`src/rtl/logic_gate_arbiter_if.sv`:
```
// logic_gate_arbiter_if: request and response channels of the logic arbiter.
// master = requesters/consumer side, slave = arbiter side.
interface logic_gate_arbiter_if #(
  parameter int N_REQ = 4,
  parameter int WIDTH = 8
);
  localparam int IDW = (N_REQ > 1) ? $clog2(N_REQ) : 1;

  logic [N_REQ-1:0]       req_valid;
  logic [N_REQ-1:0]       req_ready;
  logic [3*N_REQ-1:0]     req_op;
  logic [WIDTH*N_REQ-1:0] req_a;
  logic [WIDTH*N_REQ-1:0] req_b;
  logic                   resp_valid;
  logic                   resp_ready;
  logic [IDW-1:0]         resp_id;
  logic [WIDTH-1:0]       resp_y;
  logic                   resp_err;
  logic [15:0]            ops_done;

  modport master (
    output req_valid, req_op, req_a, req_b, resp_ready,
    input  req_ready, resp_valid, resp_id, resp_y, resp_err,
    input  ops_done
  );

  modport slave (
    input  req_valid, req_op, req_a, req_b, resp_ready,
    output req_ready, resp_valid, resp_id, resp_y, resp_err,
    output ops_done
  );
endinterface

```
`src/rtl/logic_gate_arbiter.sv`:
```
// logic_gate_arbiter: round-robin share of one registered bitwise logic unit.
// Ports: clk, rst (sync active-high), bus (slave: req_* in, resp_* out).
module logic_gate_arbiter #(
  parameter int N_REQ = 4,
  parameter int WIDTH = 8
) (
  input  logic                 clk,
  input  logic                 rst,
  logic_gate_arbiter_if.slave  bus
);
  localparam int IDW = (N_REQ > 1) ? $clog2(N_REQ) : 1;

  typedef enum logic [2:0] {
    OP_AND  = 3'd0,
    OP_OR   = 3'd1,
    OP_NOT  = 3'd2,
    OP_NOR  = 3'd3,
    OP_NAND = 3'd4,
    OP_XOR  = 3'd5,
    OP_XNOR = 3'd6,
    OP_ILL  = 3'd7
  } op_e;

  logic [IDW-1:0]   rr_ptr;
  logic [IDW-1:0]   gnt_idx;
  logic [IDW-1:0]   cand;
  logic             gnt_found;
  logic             slot_free;
  logic             accept;
  logic             drain;
  logic [2:0]       g_op;
  logic [WIDTH-1:0] g_a;
  logic [WIDTH-1:0] g_b;
  logic [WIDTH-1:0] g_y;
  logic             g_err;

  logic             r_valid;
  logic [IDW-1:0]   r_id;
  logic [WIDTH-1:0] r_y;
  logic             r_err;
  logic [15:0]      r_ops;

  // First valid index at or after rr_ptr, wrapping.
  always_comb begin
    gnt_found = 1'b0;
    gnt_idx   = '0;
    cand      = '0;
    for (int k = 0; k < N_REQ; k++) begin
      cand = IDW'((int'(rr_ptr) + k) % N_REQ);
      if (!gnt_found && bus.req_valid[cand]) begin
        gnt_found = 1'b1;
        gnt_idx   = cand;
      end
    end
  end

  assign slot_free = !r_valid || bus.resp_ready;
  assign accept    = gnt_found && slot_free && !rst;
  assign drain     = r_valid && bus.resp_ready;

  always_comb begin
    bus.req_ready = '0;
    if (accept) bus.req_ready[gnt_idx] = 1'b1;
  end

  always_comb begin
    g_op = '0;
    g_a  = '0;
    g_b  = '0;
    for (int k = 0; k < N_REQ; k++) begin
      if (IDW'(k) == gnt_idx) begin
        g_op = bus.req_op[3*k +: 3];
        g_a  = bus.req_a[WIDTH*k +: WIDTH];
        g_b  = bus.req_b[WIDTH*k +: WIDTH];
      end
    end
  end

  always_comb begin
    g_y   = '0;
    g_err = 1'b0;
    unique case (g_op)
      OP_AND:  g_y = g_a & g_b;
      OP_OR:   g_y = g_a | g_b;
      OP_NOT:  g_y = ~g_a;
      OP_NOR:  g_y = ~(g_a | g_b);
      OP_NAND: g_y = ~(g_a & g_b);
      OP_XOR:  g_y = g_a ^ g_b;
      OP_XNOR: g_y = ~(g_a ^ g_b);
      OP_ILL:  g_err = 1'b1;
    endcase
  end

  always_ff @(posedge clk) begin
    if (rst) begin
      r_valid <= 1'b0;
      r_id    <= '0;
      r_y     <= '0;
      r_err   <= 1'b0;
      r_ops   <= '0;
      rr_ptr  <= '0;
    end else begin
      if (drain) r_ops <= r_ops + 16'd1;
      if (accept) begin
        r_valid <= 1'b1;
        r_id    <= gnt_idx;
        r_y     <= g_y;
        r_err   <= g_err;
        rr_ptr  <= (gnt_idx == IDW'(N_REQ - 1)) ?
                   '0 : gnt_idx + 1'b1;
      end else if (drain) begin
        r_valid <= 1'b0;
      end
    end
  end

  assign bus.resp_valid = r_valid;
  assign bus.resp_id    = r_id;
  assign bus.resp_y     = r_y;
  assign bus.resp_err   = r_err;
  assign bus.ops_done   = r_ops;
endmodule

```
`src/flat_wrapper.sv`:
```
// flat-port wrapper written by rule: the top's interface ports become plain ports
module logic_gate_arbiter_flat 
#(
  parameter int N_REQ = 4,
  parameter int WIDTH = 8
)
  (clk, rst, bus_req_valid, bus_req_op, bus_req_a, bus_req_b, bus_resp_ready, bus_req_ready, bus_resp_valid, bus_resp_id, bus_resp_y, bus_resp_err, bus_ops_done);
  logic_gate_arbiter_if #(.N_REQ(N_REQ), .WIDTH(WIDTH)) bus_i ();
  input  logic clk;
  input  logic rst;
  input wire logic [$bits(bus_i.req_valid)-1:0] bus_req_valid;
  input wire logic [$bits(bus_i.req_op)-1:0] bus_req_op;
  input wire logic [$bits(bus_i.req_a)-1:0] bus_req_a;
  input wire logic [$bits(bus_i.req_b)-1:0] bus_req_b;
  input wire logic [$bits(bus_i.resp_ready)-1:0] bus_resp_ready;
  output wire logic [$bits(bus_i.req_ready)-1:0] bus_req_ready;
  output wire logic [$bits(bus_i.resp_valid)-1:0] bus_resp_valid;
  output wire logic [$bits(bus_i.resp_id)-1:0] bus_resp_id;
  output wire logic [$bits(bus_i.resp_y)-1:0] bus_resp_y;
  output wire logic [$bits(bus_i.resp_err)-1:0] bus_resp_err;
  output wire logic [$bits(bus_i.ops_done)-1:0] bus_ops_done;
  assign bus_i.req_valid = bus_req_valid;
  assign bus_i.req_op = bus_req_op;
  assign bus_i.req_a = bus_req_a;
  assign bus_i.req_b = bus_req_b;
  assign bus_i.resp_ready = bus_resp_ready;
  assign bus_req_ready = bus_i.req_ready;
  assign bus_resp_valid = bus_i.resp_valid;
  assign bus_resp_id = bus_i.resp_id;
  assign bus_resp_y = bus_i.resp_y;
  assign bus_resp_err = bus_i.resp_err;
  assign bus_ops_done = bus_i.ops_done;
  logic_gate_arbiter #(.N_REQ(N_REQ), .WIDTH(WIDTH)) u_core (.clk(clk), .rst(rst), .bus(bus_i));
endmodule
```
`config.mk`:
```
export PLATFORM = sky130hd
export DESIGN_NAME = logic_gate_arbiter_flat
export DESIGN_NICKNAME = d
export VERILOG_FILES = /design/src/rtl/logic_gate_arbiter_if.sv /design/src/rtl/logic_gate_arbiter.sv /design/src/flat_wrapper.sv
export SDC_FILE = /design/constraint.sdc
export NUM_CORES = 1
export LEC_CHECK = 0
export CAP_MARGIN = 20
export CELL_PAD_IN_SITES_DETAIL_PLACEMENT = 1
export CELL_PAD_IN_SITES_GLOBAL_PLACEMENT = 1
export CORE_MARGIN = 10
export CORE_UTILIZATION = 30
export CTS_CLUSTER_DIAMETER = 50
export DETAILED_ROUTE_END_ITERATION = 7
export MAX_ROUTING_LAYER = met4
export PLACE_DENSITY = 0.78
export SETUP_SLACK_MARGIN = 0.1
export SYNTH_ARGS = -nofsm -noshare
export SYNTH_HDL_FRONTEND = slang
export SYNTH_SLANG_ARGS = --single-unit
```
`constraint.sdc`:
```
create_clock -name clk -period 3.6 [get_ports clk]
set_input_delay 0.36 -clock clk [delete_from_list [all_inputs] [get_ports clk]]
set_output_delay 0.36 -clock clk [all_outputs]
set_load 0.005 [all_outputs]
```
==> impl_metrics.json <==
{
  "numCtsBuffers": 5,
  "cts_max_level": 2,
  "cts.sinks": 30,
  "slowest_delay_ns": 0.41,
  "dr.pass1.iters": 4,
  "synthArstFlopShare_pct": 0,
  "cp-start-kind": "flop",
  "fin_skew_ns": 0.00213,
  "cts.path.max_buffers": 2,
  "synth_ff_type": "dfxtp_1",
  "num_rows": 34,
  "dpl_cell_area_um2": 4220,
  "drive_gt1_share_pct": 16.9,
  "ant_nets": 0,
  "synth.most_common_cell": "nor2_1",
  "gp_congestion": 0.851,
  "n_antenna_cell": 0,
  "start_util_pct": 31.0,
  "cp-startpoint": "u_core.rr_ptr[0]",
  "via_per_inst": 5.17,
  "synth_top_area_share_pct": 22.2,
  "nFillCells": 1050,
  "outcome": "finished clean",
  "fin_crit_sh_pct": 90.3,
  "drv_slew": 0,
  "hp-start": "u_core.bus.resp_id[0]",
  "core_area_um2": 8720,
  "seq_area_frac_synth_pct": 22.2,
  "max_cap_viol_count": 0,
  "finalHoldViolations": 0,
  "layout_min_cycle_time_ns": 3.25,
  "synthTopCellsByCount": "nor2_1 (42), dfxtp_1 (30), a21oi_1 (28)",
  "crit_top_cell": "nor2_1",
  "die_w_um": 115,
  "post-dp-hpwl_mm": 8.69,
  "rr_startpoint": "u_core.rr_ptr[0]",
  "cp.arrival_ns": 3.48,
  "ys_types": 51,
  "crit_type": "reg -> reg",
  "crit_chain": "nor2b_1 > a21oi_2 > nor2_1 > a221oi_2 > and2_4 > inv_1 > ha_1 > nor2b_2 > buf_12 > a22oi_1 > nor2_1 > a21oi_1 > nor2_1 > a21oi_1 > ha_1 > o31ai_1 > mux2i_1 > a211oi_2 > a211o_1",
  "grt_usage_pct": 15.4,
  "syn_nets": 443,
  "yosysTopAreaCell": "dfxtp_1",
  "final_cells": 593,
  "worst_setup_path_end_kind": "flop",
  "min_path_type": "reg -> reg",
  "syn_to_final_growth_pct": 63.4,
  "clockRootBuffer": "clkbuf_8",
  "overflow": 0,
  "drtIter0Drc": 79,
  "ys_top_cells_by_area": "dfxtp_1 (22%), ha_1 (9.7%), mux2i_1 (5.9%), nor2_1 (5.8%), a21oi_1 (5.2%)",
  "p_leak_nw": 1.87,
  "routedWlPerCell_um": 17.3,
  "synth_seq_cells": 30,
  "avgSynthCellArea_um2": 7.96,
  "cts.clk_slew.worst_paths_ns": 0.07,
  "clk_latency_ns": 0.28,
  "multi_input_area_um2": 2000,
  "wirelength_mm": 10.3,
  "final_cell_area_um2": 4410,
  "critical_path_required_ns": 3.83,
  "grt_pass1_vias": 3358,
  "synthCells": 339,
  "io_pins": 115,
  "die_area_um2": 13200,
  "power.density_nw_per_um2": 533,
  "maxSlewHeadroom_pct": 54.2,
  "num_vias": 3066,
  "grt_antenna_before_repair": 0,
  "die_h_um": 115,
  "seqCellArea_um2": 601,
  "numPortBuffers": 114,
  "grt_max_degree": 33,
  "yosysWarningCount": 0,
  "cp_slowest_cell": "dfxtp_1",
  "synth_edf_count": 0,
  "setup_violations": 0,
  "drc": 0,
  "tightest_slew_ns": 0.686,
  "ir_drop_v": 0.000202,
  "fin_nets": 588,
  "cts_tree": "yes",
  "dpl.cell_count": 584,
  "rsz0062_at_grt": "false",
  "synthesis.area_um2": 2700,
  "grt_pass1_wl_mm": 16.4,
  "hold_buffers": 0,
  "worstPathMaxFanout": 18,
  "clock.fmax_mhz": 308
}
-- report_power, final --
group	leakage, nW	internal, W	switching, W	total, W
Clock	0.0472	0.000154	0.000135	0.000288
Combinational	1.58	0.000865	0.000791	0.00166
Sequential	0.245	0.000379	0.0000292	0.000408
-- layout by cell type (no fill, tap or decap), types with 3 or more instances in the layout --
cell and instances:
clkdlybuf4s50_1 110, buf_4 41, nor2_1 39, dfxtp_1 30, nand2_1 26, a21oi_1 24, ha_1 21, mux2i_1 16
inv_1 13, nand3_1 11, xor2_1 11, a21o_1 9, xnor2_1 9, a22oi_1 7, o21ai_0 7, clkbuf_8 6
o22ai_1 5, a221o_1 5, o221ai_1 5, and2_1 5, nor3b_1 5, a211o_1 5, a211oi_2 5, a21oi_2 4
nor3_1 4, a211oi_1 4, and3_1 4, dlymetal6s2s_1 4, a221oi_2 3, nor2_2 3, o31ai_1 3, or3_1 3
buf_12 3
-- critical path: cells and delay by family, from the launching register on --
kind            cells  cell delay [ns]
compound gates      8             1.31
flops               1             0.41
buf+inv             2             0.21
simple gates        6             0.67
mux                 1             0.12
fa+ha+maj           2             0.47
-- repair_timing --
item / CTS / global route
resized for setup: 8 / 17
pin swaps: 2 / 8
setup buffers: 1 / 0
endpoints found under the setup margin: 10 / 9
-- metrics by stage --
stage	utilization [%]	power, W	TNS, ns	setup slack, ns	hold WS, ns
after floorplan	-	0.00136	0	0.290	0.453
after global placement	48.4	0.00195	-1.80	-0.255	0.448
after detailed placement	48.4	0.00202	-3.01	-0.444	0.458
after CTS	49.9	0.00234	0	0.102	0.469
after global routing	50.6	0.00255	0	0.0859	0.484
final	50.6	0.00235	0	0.348	0.461
-- area by class of cell --
type                            instances  share of cell area, %
Multi-Input combinational cell        274                   45.3
Sequential cell                        30                   13.6
Clock buffer                            6                   1.87
Tap cell                              108                   3.06
Inverter                               14                   1.19
Clock inverter                          2                  0.284
Timing Repair Buffer                  159                   34.7
-- registers in the layout, indices dropped and copies added, names as in the netlist --
name,flops
u_core.bus.ops_done,16
u_core.bus.resp_y,8
u_core.bus.resp_id,2
u_core.rr_ptr,2
u_core.bus.resp_err,1
u_core.bus.resp_valid,1
-- per-layer routing --
| layer | vias to the layer above | share of wire (%) | GRT usage, % | routed length (µm) |
|---|---|---|---|---|
| met5 | - | 0 | - | 0 |
| met4 | 0 | 1.3 | 3.22 | 131 |
| met3 | 8 | 5.5 | 3.59 | 561 |
| met2 | 84 | 49 | 26.6 | 5040 |
| met1 | 1446 | 44 | 17.6 | 4540 |
| li1 | 1528 | - | - | - |
-- final timing paths --
kind | slack, ns | cells after the start | endpoint
max | 0.35 | 19 | u_core.bus.resp_y[2]
min | 0.46 | 2 | u_core.bus.resp_id[0]
max reg2reg | 0.35 | 19 | u_core.bus.resp_y[2]
min reg2reg | 0.46 | 2 | u_core.bus.resp_id[0]
-- cell families after synthesis --
kind of cell | count (synthesis) | synth area share [%]
xor+xnor | 20 | 6.49
fa+ha+maj | 21 | 9.73
mux | 17 | 6.35
buf+inv | 35 | 6.53
simple gates | 112 | 19.6
flops | 30 | 22.2
compound gates | 104 | 29.1
No activity file was read; power rests on OpenSTA's default activity.
==> RTL edit 1: new RTL, config.mk and constraints unchanged <==
`N_REQ` is set to 4 in 3 places; all go to 2.
--- a/src/rtl/logic_gate_arbiter_if.sv
+++ b/src/rtl/logic_gate_arbiter_if.sv
@@ -1,7 +1,7 @@
 // logic_gate_arbiter_if: request and response channels of the logic arbiter.
 // master = requesters/consumer side, slave = arbiter side.
 interface logic_gate_arbiter_if #(
-  parameter int N_REQ = 4,
+  parameter int N_REQ = 2,
   parameter int WIDTH = 8
 );
   localparam int IDW = (N_REQ > 1) ? $clog2(N_REQ) : 1;
--- a/src/rtl/logic_gate_arbiter.sv
+++ b/src/rtl/logic_gate_arbiter.sv
@@ -1,7 +1,7 @@
 // logic_gate_arbiter: round-robin share of one registered bitwise logic unit.
 // Ports: clk, rst (sync active-high), bus (slave: req_* in, resp_* out).
 module logic_gate_arbiter #(
-  parameter int N_REQ = 4,
+  parameter int N_REQ = 2,
   parameter int WIDTH = 8
 ) (
   input  logic                 clk,
--- a/src/flat_wrapper.sv
+++ b/src/flat_wrapper.sv
@@ -1,7 +1,7 @@
 // flat-port wrapper written by rule: the top's interface ports become plain ports
 module logic_gate_arbiter_flat 
 #(
-  parameter int N_REQ = 4,
+  parameter int N_REQ = 2,
   parameter int WIDTH = 8
 )
   (clk, rst, bus_req_valid, bus_req_op, bus_req_a, bus_req_b, bus_resp_ready, bus_req_ready, bus_resp_valid, bus_resp_id, bus_resp_y, bus_resp_err, bus_ops_done);
Ports: changed (6 resized); port bits go from 115 to 72. No check against the original RTL was run, so the function may have changed too.
==> RTL edit 1 against the unedited design <==
  * Routed wire length decreased by 14%
  * Largest cell class unchanged
  * Sequential cell count fell by 2
  * Design area decreased by 24%
  * Sequential share of layout area grew 3.0 points
  * Worst hold slack better by 0.029 ns
  * Global-route usage down 1.2 points
  * Cell count decreased by 15%
  * Worst setup slack better by 0.46 ns
  * Area after synthesis down 6.5%
Power is not compared: it rests on default switching activity, and its combinational part moved more than twofold at a synthesized area within 25%.
==> RTL edit 1: results (changes against the unedited design) <==
* Final weighted congestion in routability-driven placement at 0.8631 (+1.4%)
* Worst-path fanout max at 9 (-9)
* Synth Warn # at 0 (unchanged)
* Fill count at 1,015 (-3.3%)
* Top post-synthesis cells by count: nand2_1, nor2_1, dfxtp_1
* Min-Delay Path Class: register to register
* Via/cell ratio at 5.329 (+3.1%)
* Final Max Tran Viols at 0 (unchanged)
* Setup bufs post-CTS at 0 (-1)
* Compound-Gate Fraction of Synth Area at 22.46% (-6.6 points)
* Synth top area share at 22.21% (-0.032 points)
* Share of post-route cells with drive strength above 1 at 6.516% (-10 points)
* Cell area after placement at 3303 sq um (-22%)
* CTS Buf Count at 3 (-2)
* Crit path to: bus_req_ready[1]
* Clock-pin slew on the worst setup and hold paths at 0.10 ns (+0.03 ns)
* First-pass GRT wire length at 14,610 um (-11%)
* Clk buf depth at 2 (unchanged)
* CP startpoint: bus_req_valid[1]
* Main area contributors after synthesis: dfxtp_1, ha_1, nand2_1
* Tot GR Track Use at 14.12% (-1.2 points)
* Synth unique cells at 57 (+12%)
* Drt wl/cell at 17.45 um (+0.70%)
* Post-synthesis adder-cell area fraction at 8.428% (-1.3 points)
* DP Wirelength at 6772 um (-22%)
* Clk_lat worst skew at 0.28 ns (about the same)
* Initial DRC Count at 176 (+120%)
* Fin. Hold Viols at 0 (unchanged)
* XOR/XNOR Fraction of Synth Area at 4.859% (-1.6 points)
* Post-synthesis mux area share at 3.173% (-3.2 points)
* DR pass1 iterations at 4 (unchanged)
* Ant diodes at 0 (unchanged)
* Worst Path Arrival at 2.43 ns (-1.05 ns)
* Post-synth net total at 395 (-11%)
* R2r startpoint: u_core.rr_ptr
* Max FFs per register at 16 (unchanged)
* R2R Path End: u_core.bus.resp_y[0]
* # H-tree levels at 1 (-1)
* Worst-Margin Slew at 0.7825 ns (+0.09654 ns)
* PortBufs at 71 (-38%)
* CTS resizes at 0 (-8)
* Run status: completed
* Seq/Total Area, Yosys at 22.21% (-0.032 points)
* Largest net degree at the start of global routing at 21 (-36%)
* Reg2reg path depth at 10 (-9)
* Vias in the first global route at 2,921 (-13%)
* Final #Nets at 460 (-22%)
* Clk_skew at 0.001977 ns (-0.0001541 ns)
* R2R setup slack at 1.34 ns (+0.99 ns)
## RTL edit 1: through the flow
step           hold slack [ns]  utilization (%)  power (mW)  setup WS [ns]  std cells
6_report                0.4905            41.07      0.9099         0.8105        504
2_1_floorplan           0.4503                -      0.5292          1.375        335
3_5_place_dp            0.4547            40.20      0.6580         0.6905        500
5_1_grt                 0.5245            41.07      0.9701         0.6992        504
3_3_place_gp            0.4468            40.20      0.6488         0.8124        500
4_1_cts                 0.5049            41.07      0.9189         0.7935        504
## RTL edit 1: layout make-up
type                       instances  share of cell area (%)
timing repair buffer              78                   22.62
clock inverter                     1                  0.8899
tap                              105                   3.893
inverter                          22                   2.521
sequential                        28                   16.61
multi-input combinational        267                   52.24
clock buffer                       3                   1.224
## RTL edit 1: report_power, final
part	switching (mW)	internal [mW]
combinational	0.168	0.153
sequential	0.00908	0.322
clock	0.109	0.149
## RTL edit 1: per-layer routing
layer	track usage [%]	share of wire (%)	vias up
met4	3.599	0.98	0
met2	24.28	50	58
met3	1.503	3.2	6
met5	-	0	-
li1	-	-	1324
met1	17.08	46	1298
## RTL edit 1: worst min path at each step
stage,from,to
2_1_floorplan,u_core.bus.resp_err,u_core.bus.resp_err
3_3_place_gp,u_core.bus.resp_err,u_core.bus.resp_err
3_5_place_dp,u_core.bus.resp_err,u_core.bus.resp_err
4_1_cts,u_core.bus.resp_err,u_core.bus.resp_err
5_1_grt,u_core.bus.resp_err,u_core.bus.resp_err
6_report,u_core.bus.resp_err,u_core.bus.resp_err
## RTL edit 1: critical path: stages
cell             delay [ns]
clkdlybuf4s50_1        0.63
nor2_1                 0.11
or3_1                  0.50
nor2_1                 0.27
clkdlybuf4s50_1        0.56
==> RTL edit 2: new RTL, config.mk and constraints unchanged <==
Made on the original files. Reset style: asynchronous (`rst`), changed in one clocked block.
--- a/src/rtl/logic_gate_arbiter.sv
+++ b/src/rtl/logic_gate_arbiter.sv
@@ -91,7 +91,7 @@
     endcase
   end
 
-  always_ff @(posedge clk) begin
+  always_ff @(posedge clk or posedge rst) begin
     if (rst) begin
       r_valid <= 1'b0;
       r_id    <= '0;
Behaviour: differs if rst is asserted again (counterexample within 4 cycles, from zero or initial values and one cycle with rst high); with rst held inactive, the same outputs for 10 cycles.
==> RTL edit 2 against the unedited design <==
  * Area after synthesis is 0.28% higher
  * Clock power rose by 9.7%
  * Worst setup slack lost 0.070 ns
  * Total power up 35%
  * Sequential cell count unchanged
  * Routed wire length decreased by 3.3%
  * Largest cell class unchanged
  * Count of clock-buffer cells in the layout is 2 higher
  * Design area is 3.1% lower
  * Combinational power rose by 40%
  * Sequential power is 31% higher
  * Register-to-register slack improved by 0.02 ns
  * Non-clock buffer count fell by 23
  * Largest power group unchanged
==> RTL edit 2: results (changes against the unedited design) <==
* Peak supply drop at 0.2467 mV (+22%)
* CP startpoint: bus_req_valid[3]
* Slowest stage delay, CP at 0.52 ns (+0.11 ns)
* Power Clock at 0.316 mW (+9.7%)
* Worst Path Arrival at 3.53 ns (+0.05 ns)
* R2R Path End: u_core.bus.resp_y[2]
* Slowest cell on crit path: clkdlybuf4s50_1
* Cell count after placement at 558 (-4.5%)
* Initial DRC Count at 125 (+58%)
* Worst-Margin Slew at 0.5809 ns (-0.1050 ns)
* DP Wirelength at 8284 um (-4.7%)
* Synth unique cells at 47 (-7.8%)
* First-pass GRT wire length at 16,050 um (-2.2%)
* R2R setup slack at 0.37 ns (+0.02 ns)
* Syn Inst Count at 336 (-0.88%)
* Tot GR Track Use at 14.88% (-0.48 points)
* Leak pwr at 1.828 nW (-2.3%)
* Via/cell ratio at 5.287 (+2.3%)
* Seq group at 0.533 mW (+31%)
* Hold Startpoint: u_core.bus.ops_done[15]
* Clk_skew at 0.003319 ns (+0.001188 ns)
* Hold Path Depth at 1 (-1)
* Hold WS at 0.4806 ns (+0.01950 ns)
* Run status: completed
* Top post-synthesis cells by count: nor2_1, a21oi_1, dfrtp_1
* Share of post-route cells with drive strength above 1 at 12.64% (-4.3 points)
* Seq/Total Area, Yosys at 27.73% (+5.5 points)
* Cell area after placement at 4051 sq um (-4.0%)
* Reg2reg path depth at 17 (-2)
* Fill count at 1,075 (+2.4%)
==> RTL edit 2: routing by layer <==
metal | share of wire, % | vias to the layer above | global-route usage (%)
met5 | 0 | - | -
met4 | 0.89 | 0 | 2.723
met3 | 6.6 | 9 | 4.010
met2 | 45 | 104 | 24.32
met1 | 47 | 1419 | 18.08
li1 | - | 1466 | -
==> RTL edit 2: cell families after synthesis <==
logic type,synth area share (%)
compound gates,28.00
xor+xnor,5.175
simple gates,21.49
buf+inv,6.746
flops,27.73
mux,1.155
fa+ha+maj,9.704
==> RTL edit 2: timing repair <==
item / 4_1_cts / 5_1_grt
setup buffers: 0 / 1
endpoints found under the setup margin: 0 / 8
resized for setup: 0 / 23
==> RTL edit 2: layout make-up <==
class | count | area share, %
Timing Repair Buffer | 136 | 31.33
Multi-Input combinational cell | 269 | 43.95
Clock buffer | 8 | 2.577
Tap cell | 108 | 3.163
Sequential cell | 30 | 17.57
Inverter | 16 | 1.406
